--- src/rtl/ste_dma_sound_ctrl.sv ---
// STE DMA sound fetch controller: register file plus a fetch sequencer that walks
// a word-address frame, issuing one memory fetch and one shifter FIFO load per slot.
module ste_dma_sound_ctrl (
  input  logic        clk32,
  input  logic        rst,
  input  logic        reg_we,
  input  logic [2:0]  reg_addr,
  input  logic [15:0] reg_din,
  output logic [15:0] reg_dout,
  input  logic        slot,
  input  logic        sreq,
  output logic        mem_req,
  output logic [22:0] mem_addr,
  input  logic        mem_ack,
  output logic        sload_n,
  output logic        active,
  output logic        frame_irq
);

  typedef enum logic [2:0] {IDLE, WAIT, FETCH, LOAD, CHECK} state_t;

  state_t      state;
  logic        enable;
  logic        loop;
  logic [22:0] start_r;
  logic [22:0] end_r;
  logic [22:0] end_sh;
  logic [22:0] cnt;

  logic ctrl_wr;
  logic en_next;
  logic loop_next;

  // Decisions in the sequencer see a ctrl write landing this same cycle.
  assign ctrl_wr   = reg_we && (reg_addr == 3'd0);
  assign en_next   = ctrl_wr ? reg_din[0] : enable;
  assign loop_next = ctrl_wr ? reg_din[1] : loop;
  assign active    = enable;

  always_comb begin
    reg_dout = 16'h0000;
    case (reg_addr)
      3'd0: reg_dout = {14'h0000, loop, enable};
      3'd1: reg_dout = {8'h00, start_r[22:15]};
      3'd2: reg_dout = {start_r[14:0], 1'b0};
      3'd3: reg_dout = {8'h00, end_r[22:15]};
      3'd4: reg_dout = {end_r[14:0], 1'b0};
      3'd5: reg_dout = {8'h00, cnt[22:15]};
      3'd6: reg_dout = {cnt[14:0], 1'b0};
      default: reg_dout = 16'h0000;
    endcase
  end

  always_ff @(posedge clk32) begin
    if (rst) begin
      state     <= IDLE;
      enable    <= 1'b0;
      loop      <= 1'b0;
      start_r   <= '0;
      end_r     <= '0;
      end_sh    <= '0;
      cnt       <= '0;
      mem_req   <= 1'b0;
      mem_addr  <= '0;
      sload_n   <= 1'b1;
      frame_irq <= 1'b0;
    end else begin
      frame_irq <= 1'b0;

      if (reg_we) begin
        case (reg_addr)
          3'd0: begin
            enable <= reg_din[0];
            loop   <= reg_din[1];
          end
          3'd1: start_r[22:15] <= reg_din[7:0];
          3'd2: start_r[14:0]  <= reg_din[15:1];
          3'd3: end_r[22:15]   <= reg_din[7:0];
          3'd4: end_r[14:0]    <= reg_din[15:1];
          default: ;
        endcase
      end

      case (state)
        IDLE: begin
          if (ctrl_wr && reg_din[0] && !enable) begin
            end_sh <= end_r;
            cnt    <= start_r;
            state  <= CHECK;
          end
        end
        CHECK: begin
          if (!en_next) begin
            state <= IDLE;
          end else if (cnt >= end_sh) begin
            frame_irq <= 1'b1;
            // Looping re-reads the live start/end so mid-frame rewrites apply here.
            if (loop_next && (start_r < end_r)) begin
              end_sh <= end_r;
              cnt    <= start_r;
              state  <= WAIT;
            end else begin
              enable <= 1'b0;
              state  <= IDLE;
            end
          end else begin
            state <= WAIT;
          end
        end
        WAIT: begin
          if (!en_next) begin
            state <= IDLE;
          end else if (slot && sreq) begin
            mem_req  <= 1'b1;
            mem_addr <= cnt;
            state    <= FETCH;
          end
        end
        FETCH: begin
          // A started fetch always completes, even if playback was disabled meanwhile.
          if (mem_ack) begin
            mem_req <= 1'b0;
            sload_n <= 1'b0;
            state   <= LOAD;
          end
        end
        LOAD: begin
          sload_n <= 1'b1;
          cnt     <= cnt + 23'd1;
          state   <= en_next ? CHECK : IDLE;
        end
        default: state <= IDLE;
      endcase
    end
  end

endmodule

--- config.mk ---
export PLATFORM = sky130hd
export DESIGN_NAME = ste_dma_sound_ctrl
export DESIGN_NICKNAME = d
export VERILOG_FILES = /design/src/rtl/ste_dma_sound_ctrl.sv
export SDC_FILE = /design/constraint.sdc
export NUM_CORES = 1
export LEC_CHECK = 0
export CAP_MARGIN = 10
export CORE_ASPECT_RATIO = 1.4
export CORE_MARGIN = 1.5
export CORE_UTILIZATION = 35
export DETAILED_ROUTE_END_ITERATION = 7
export GPL_TIMING_DRIVEN = 1
export SLEW_MARGIN = 0
export SYNTH_ARGS = -nofsm -noshare
export SYNTH_HDL_FRONTEND = slang
export SYNTH_SLANG_ARGS = --single-unit
--- constraint.sdc ---
create_clock -name clk32 -period 2.8 [get_ports clk32]
set_input_delay 0.56 -clock clk32 [delete_from_list [all_inputs] [get_ports clk32]]
set_output_delay 0.56 -clock clk32 [all_outputs]
set_load 0.02 [all_outputs]
# Word-level counts from Yosys, hierarchy flattened
# Index checks and enable logic that the tools add are counted.
# W data, S select, Z words.
[word_totals]
regBits = 123
in_bits = 25
output_inout_bits = 43
elab_cells = 94
[op_classes]
n_addsub = 1
order_cmp = 2
n_eq_ne = 18
n_mux = 34
bitwise = 2
n_reduce_logical = 24
[ops]
columns = ["op", "n"]
rows = [
  ["$mux W23", 8],
  ["$pmux W16 S7", 1],
  ["$pmux W23 S3", 1],
  ["$pmux W23 S2", 1],
  ["$add A23 B1 Y23 const B", 1],
  ["$ge A23 B23 Y1", 1],
  ["$lt A23 B23 Y1", 1],
  ["$mux W3", 7],
  ["$pmux W3 S5", 1],
  ["$ne A2 B2 Y1 const B", 7],
  ["$mux W1", 13],
  ["$eq A3 B2 Y1 const B", 4],
  ["$eq A3 B3 Y1 const B", 4],
  ["$reduce_and A2 Y1", 6],
  ["$reduce_and A5 Y1", 2],
  ["$eq A3 B1 Y1 const B", 2],
  ["$logic_not A3 Y1", 2],
  ["$reduce_and A3 Y1", 2],
  ["$reduce_bool A2 Y1", 3],
  ["$logic_and A1 B1 Y1", 5],
  ["$pmux W1 S2", 2],
  ["$reduce_and A4 Y1", 1],
  ["$ne A3 B3 Y1 const B", 1],
  ["$reduce_bool A3 Y1", 1],
  ["3 further kinds", 4],
]

# Longest topological paths before layout
[depth]
ltp_word = 8
depth_mapped = 12
mapped_depth_nobuf = 10

# Least setup slack after synthesis
# Ideal clock, no wire load.
[synth_timing]
kind = "input-to-reg"
start = "input reg_addr[1]"
end = "register mem_req"
setup_time_ns = 0.128
arrival_time_ns = 2.608
required_ns = 2.672
path_slack_ns = 0.065
path_stages = 9
n_path_buf = 1
path_cell_list = "clkbuf_1 -> nor4b_4 -> mux2i_1 -> nor4_1 -> nand2_1 -> nand3_1 -> or4b_2 -> a21oi_1 -> nor2_1"
[synth_between]
elab_chain_cells = 5
[synth_rtl]
columns = ["item", "line_no", "source"]
rows = [
  ["start, declared", "7", "input logic [2:0] reg_addr,"],
  ["$logic_not A3 Y1", "35", "assign ctrl_wr = reg_we && (reg_addr == 3'd0);"],
  ["$logic_and A1 B1 Y1", "35", ""],
  ["$mux W1", "36", "assign en_next = ctrl_wr ? reg_din[0] : enable;"],
  ["$ne A2 B2 Y1 (no line)", "-", ""],
  ["$reduce_and A4 Y1 (no line)", "-", ""],
  ["end signal, assigned", "63", "mem_req <= 1'b0;"],
  ["end signal, assigned", "114", "mem_req <= 1'b1;"],
  ["end signal, assigned", "122", "mem_req <= 1'b0;"],
  ["end, declared", "12", "output logic mem_req,"],
]
# No other way between the ends.
# A chain may end at the register's enable or synchronous reset.

# Final worst setup path
[layout_timing]
start = "register end_sh[16]"
end = "register end_sh[18]"
[layout_between]
elab_chain_cells = 3
[layout_rtl]
columns = ["item", "line_no", "source"]
rows = [
  ["start, declared", "27", "logic [22:0] end_sh;"],
  ["start signal, assigned", "87", "end_sh <= end_r;"],
  ["start signal, assigned", "99", "end_sh <= end_r;"],
  ["$ge A23 B23 Y1", "95", "end else if (cnt >= end_sh) begin"],
  ["$ne A2 B2 Y1 (no line)", "-", ""],
  ["$reduce_and A5 Y1 (no line)", "-", ""],
]
# No other way between the ends.

==> out/metrics.csv <==
stage,metric,value,unit
drt,drc_errors,0,
sta,period_minus_slack,3.08,ns
global_routing,antenna_found_initial,0,
drt,first_pass_iters,4,
sta,max_slew.worst_pin.slew,0.792,ns
die,row_count,60,
global_routing,grt_pass1_vias,7303,
sta,fmax,325,MHz
die,die_y,170,um
power,sw_frac_of_total,0.248,
cells_and_area,stdcell_count,1377,
setup_path,r2r_cells,12,
cts,cts_tree,yes,
power,p_clk_frac,0.501,
synth,ys_ff_latch,123,
cells_and_area,fin_nets,1187,
drt,drtIter0Drc,530,
sta,rsz0062_at_grt,yes,
setup_path,slowest_stage,or4_4,
setup_path,crit_arrival,3.42,ns
cells_and_area,drive_gt1_frac,0.252,
worst_hold_path,holdPathStages,2,
sta,worst_slack,-0.277,ns
synth,yosys_warnings,0,
synth,synth_top_family_by_area,simple AND/OR/NAND/NOR gates,
cts,path_clk_slew,0.06,ns
setup_path,crit_chain,inv_2 > ha_4 > nand4_1 > or4_4 > a221oi_2 > buf_4 > o21bai_4 > or2_4 > a211oi_4 > buf_6 > buf_12 > mux2i_1,
global_routing,grt_pass1_wl,38500,um
run,maxCapViolations,0,
sta,slew_headroom,0.469,
placed_design,numPortBuffers,67,
power,power_density,459,mW/mm2
drt,antenna_left,0,
synth,synth_ff_type,dfxtp_1,
setup_path,startpoint_type,flip-flop,
die,die_area,0.0207,mm2
cts,root_buffer,clkbuf_16,
power,power_frac_comb,0.108,
setup_path,endpoint_kind,flip-flop,
worst_hold_path,whs_endpoint,mem_addr[21]$_SDFFE_PP0P_,
setup_path,regToRegStartpoint,end_sh[16]$_SDFFE_PP0P_,
global_routing,track_usage,0.243,
setup_path,path_max_fanout,7,
synth,synth-simple-area-share,0.222,
power,leakagePower,3.80,nW
status,outcome,"complete, but fails checks",
sta,slew_viol_final,0,
power,seqPwrFrac,0.390,
synth,async_reset_ff_frac,0,
drt,wl,24700,um
placed_design,placed_cells,1327,
drt,vias_per_cell,5.32,
worst_hold_path,hold_class,in2reg,
die,start_util,0.360,
cts,numCtsBuffers,17,
setup_path,crit_type,reg2reg,
setup_path,reg2reg_to,end_sh[18]$_SDFFE_PP0P_,
synth,synth_adder_area_share,0.0829,
placed_design,gp_congestion,0.897,
power,max-vdd-ir-drop,379,uV
power,p_switching,1.13,mW
cts,clock_path_buffers,2,
drt,wl_per_cell,18.0,um
sta,period_share,1.10,
synth,avgSynthCellArea,7.55,um2
synth,synth_area,0.00694,mm2
setup_path,critPathRequiredTime,3.15,ns
cells_and_area,fin_util,0.516,
synth,synth_cell_types,64,
die,core,0.0193,mm2
setup_path,max_stage_delay,0.60,ns
sta,skew,0.00999,ns
synth,synth_mux_area_frac,0.0579,
power,intPower,3.43,mW
cells_and_area,diodes,0,
setup_path,rrSetupSlack,-0.28,ns
cts,h-tree-depth,4,
cells_and_area,area_delta_synth_final,43.4,%
power,p_total,4.56,mW
synth,yosysSeqAreaShare,0.355,
synth,synth_xor_area_frac,0,
synth,synth_compound_area_frac,0.217,
cts,clock-sinks,123,
synth,synthCells,919,
sta,report.final.setup_viol,46,
sta,hold_violations,0,
global_routing,grt_overflow_total,0,
synth,synth_edf_count,0,
placed_design,place_hpwl,18200,um
drt,num_vias,7331,
synth,syn-num-nets,990,
worst_hold_path,min-delay-start,rst,
status,violations,negative setup slack,
die,die_width,122,um
cts,clock_latency,0.43,ns
global_routing,grt_max_degree,63,
die,ioPinCount,68,
[cell usage in the layout (no fill, tap or decap), types with 4 or more instances in the layout]
cell type and n:
mux2_2 7, o21ai_0 38, clkinv_2 5, nand3_1 16, a21oi_2 5, dfxtp_2 7, nor3_1 5, nand2_1 240
o2bb2ai_1 4, ha_4 4, a22oi_1 14, a21oi_1 109, clkbuf_16 17, and3_1 5, a211oi_1 5, and2_1 5
o31ai_2 4, nor4_1 6, a211oi_2 4, a31o_2 5, buf_6 13, inv_1 48, ha_1 41, nand4_1 10
clkdlybuf4s50_1 49, nor2_1 38, mux2i_1 29, inv_2 4, nor2b_1 11, buf_12 5, o211ai_1 6, dfxtp_1 116
buf_2 6, buf_4 153, a31oi_1 4, dlygate4sd2_1 5
[cells in the mapped netlist, types with 2 or more instances]
cell | count | share of area
nor4_1 | 7 | 0.0063
a221oi_1 | 4 | 0.0050
o211ai_1 | 6 | 0.0065
a21o_1 | 2 | 0.0022
o31ai_1 | 6 | 0.0065
buf_8 | 2 | 0.0043
nand4_1 | 10 | 0.0090
buf_1 | 2 | 0.0011
a21oi_1 | 114 | 0.082
a211oi_1 | 9 | 0.0097
a32o_1 | 2 | 0.0029
a31oi_1 | 5 | 0.0045
a311oi_1 | 2 | 0.0025
a22oi_1 | 14 | 0.015
dfxtp_1 | 123 | 0.35
nand3b_1 | 3 | 0.0032
o22ai_1 | 2 | 0.0018
o21a_1 | 3 | 0.0032
a31o_2 | 5 | 0.0063
a211o_1 | 3 | 0.0038
ha_1 | 46 | 0.083
o2bb2ai_1 | 4 | 0.0050
buf_2 | 3 | 0.0022
nand2b_1 | 2 | 0.0018
a22o_1 | 3 | 0.0038
o311a_1 | 3 | 0.0043
o41ai_1 | 2 | 0.0025
inv_1 | 52 | 0.028
nor2_1 | 38 | 0.021
or3_1 | 2 | 0.0018
nor2b_1 | 14 | 0.013
o21ai_0 | 41 | 0.030
or2_2 | 2 | 0.0018
nand2_1 | 241 | 0.13
mux2i_1 | 30 | 0.043
nor3_1 | 5 | 0.0036
mux2_2 | 7 | 0.011
nand3_1 | 17 | 0.012
and2_1 | 5 | 0.0045
and3_1 | 5 | 0.0045
clkbuf_1 | 50 | 0.027
[registers in the layout (all words and copies together), names as in the netlist]
| register | flops |
|---|---|
| active | 1 |
| cnt | 23 |
| end_r | 23 |
| end_sh | 23 |
| frame_irq | 1 |
| loop | 1 |
| mem_addr | 23 |
| mem_req | 1 |
| sload_n | 1 |
| start_r | 23 |
| state | 3 |
[through the flow]
step / worst slack [ns] / hold WS (ns) / instance area (um2) / TNS (ns)
finish: -0.277 / 0.392 / 9950 / -8.19
detailed placement: -0.435 / 0.445 / 8880 / -21.09
global placement: -0.398 / 0.443 / 8880 / -17.93
CTS: -0.219 / 0.380 / 9800 / -7.37
floorplan: 0.0645 / 0.435 / 6940 / 0
global route: -0.318 / 0.392 / 9950 / -9.28
[metal layers]
metal,track usage,up-vias,wire (um)
met5,0,-,0
met4,0.155,0,1310
met3,0.0326,80,1090
met2,0.412,245,12300
met1,0.286,3419,10000
li1,-,3587,-
[cell families (layout without fill, tap and decap cells)]
logic type | after synthesis | after routing
AO/OA/AOI/OAI | 243 | 243
adder cells (fa/ha/maj) | 46 | 46
buffers and inverters | 111 | 321
flip-flops | 123 | 123
multiplexers | 38 | 38
AND/OR/NAND/NOR | 358 | 358
[critical path, delay by kind of cell (launching register included)]
family                   cells  cell delay, ns
buffers and inverters        4            0.56
AO/OA/AOI/OAI                3            0.54
adder cells (fa/ha/maj)      1            0.26
AND/OR/NAND/NOR              3            1.09
multiplexers                 1            0.19
flip-flops                   1            0.34
[power by group through the flow]
stage / logic [mW] / registers, mW / clock network [mW]
CTS: 0.473 / 1.78 / 2.31
global route: 0.527 / 1.78 / 2.40
global placement: 0.434 / 1.82 / 0
detailed placement: 0.435 / 1.82 / 0
finish: 0.495 / 1.78 / 2.29
floorplan: 0.205 / 1.82 / 0
[worst max path at each step]
stage / start / end / slack, ns
final: end_sh[16]$_SDFFE_PP0P_ / end_sh[18]$_SDFFE_PP0P_ / -0.28
after global routing: end_sh[18]$_SDFFE_PP0P_ / end_sh[6]$_SDFFE_PP0P_ / -0.32
after CTS: end_sh[16]$_SDFFE_PP0P_ / end_sh[18]$_SDFFE_PP0P_ / -0.22
after detailed placement: reg_addr[1] / reg_dout[4] / -0.43
after global placement: reg_addr[1] / reg_dout[4] / -0.40
after floorplan: reg_addr[1] / mem_req$_SDFFE_PP0P_ / 0.06
[final cells by class]
type	count	area [um2]
clock buffers	20	457
clock inverters	12	146
fillers	1864	9340
inverters	53	199
multi-input cells	685	4340
flip-flops and latches	123	2470
well taps	248	310
repair buffers	236	2030
[repair_timing]
action | CTS | global route
hold buffers | 0 | 0
pin swaps | 22 | 13
buffers inserted | 9 | 7
resized for setup | 94 | 40
gates cloned | 3 | 0
endpoints found under the setup margin | 62 | 58
No activity file was read; power rests on OpenSTA's default activity.
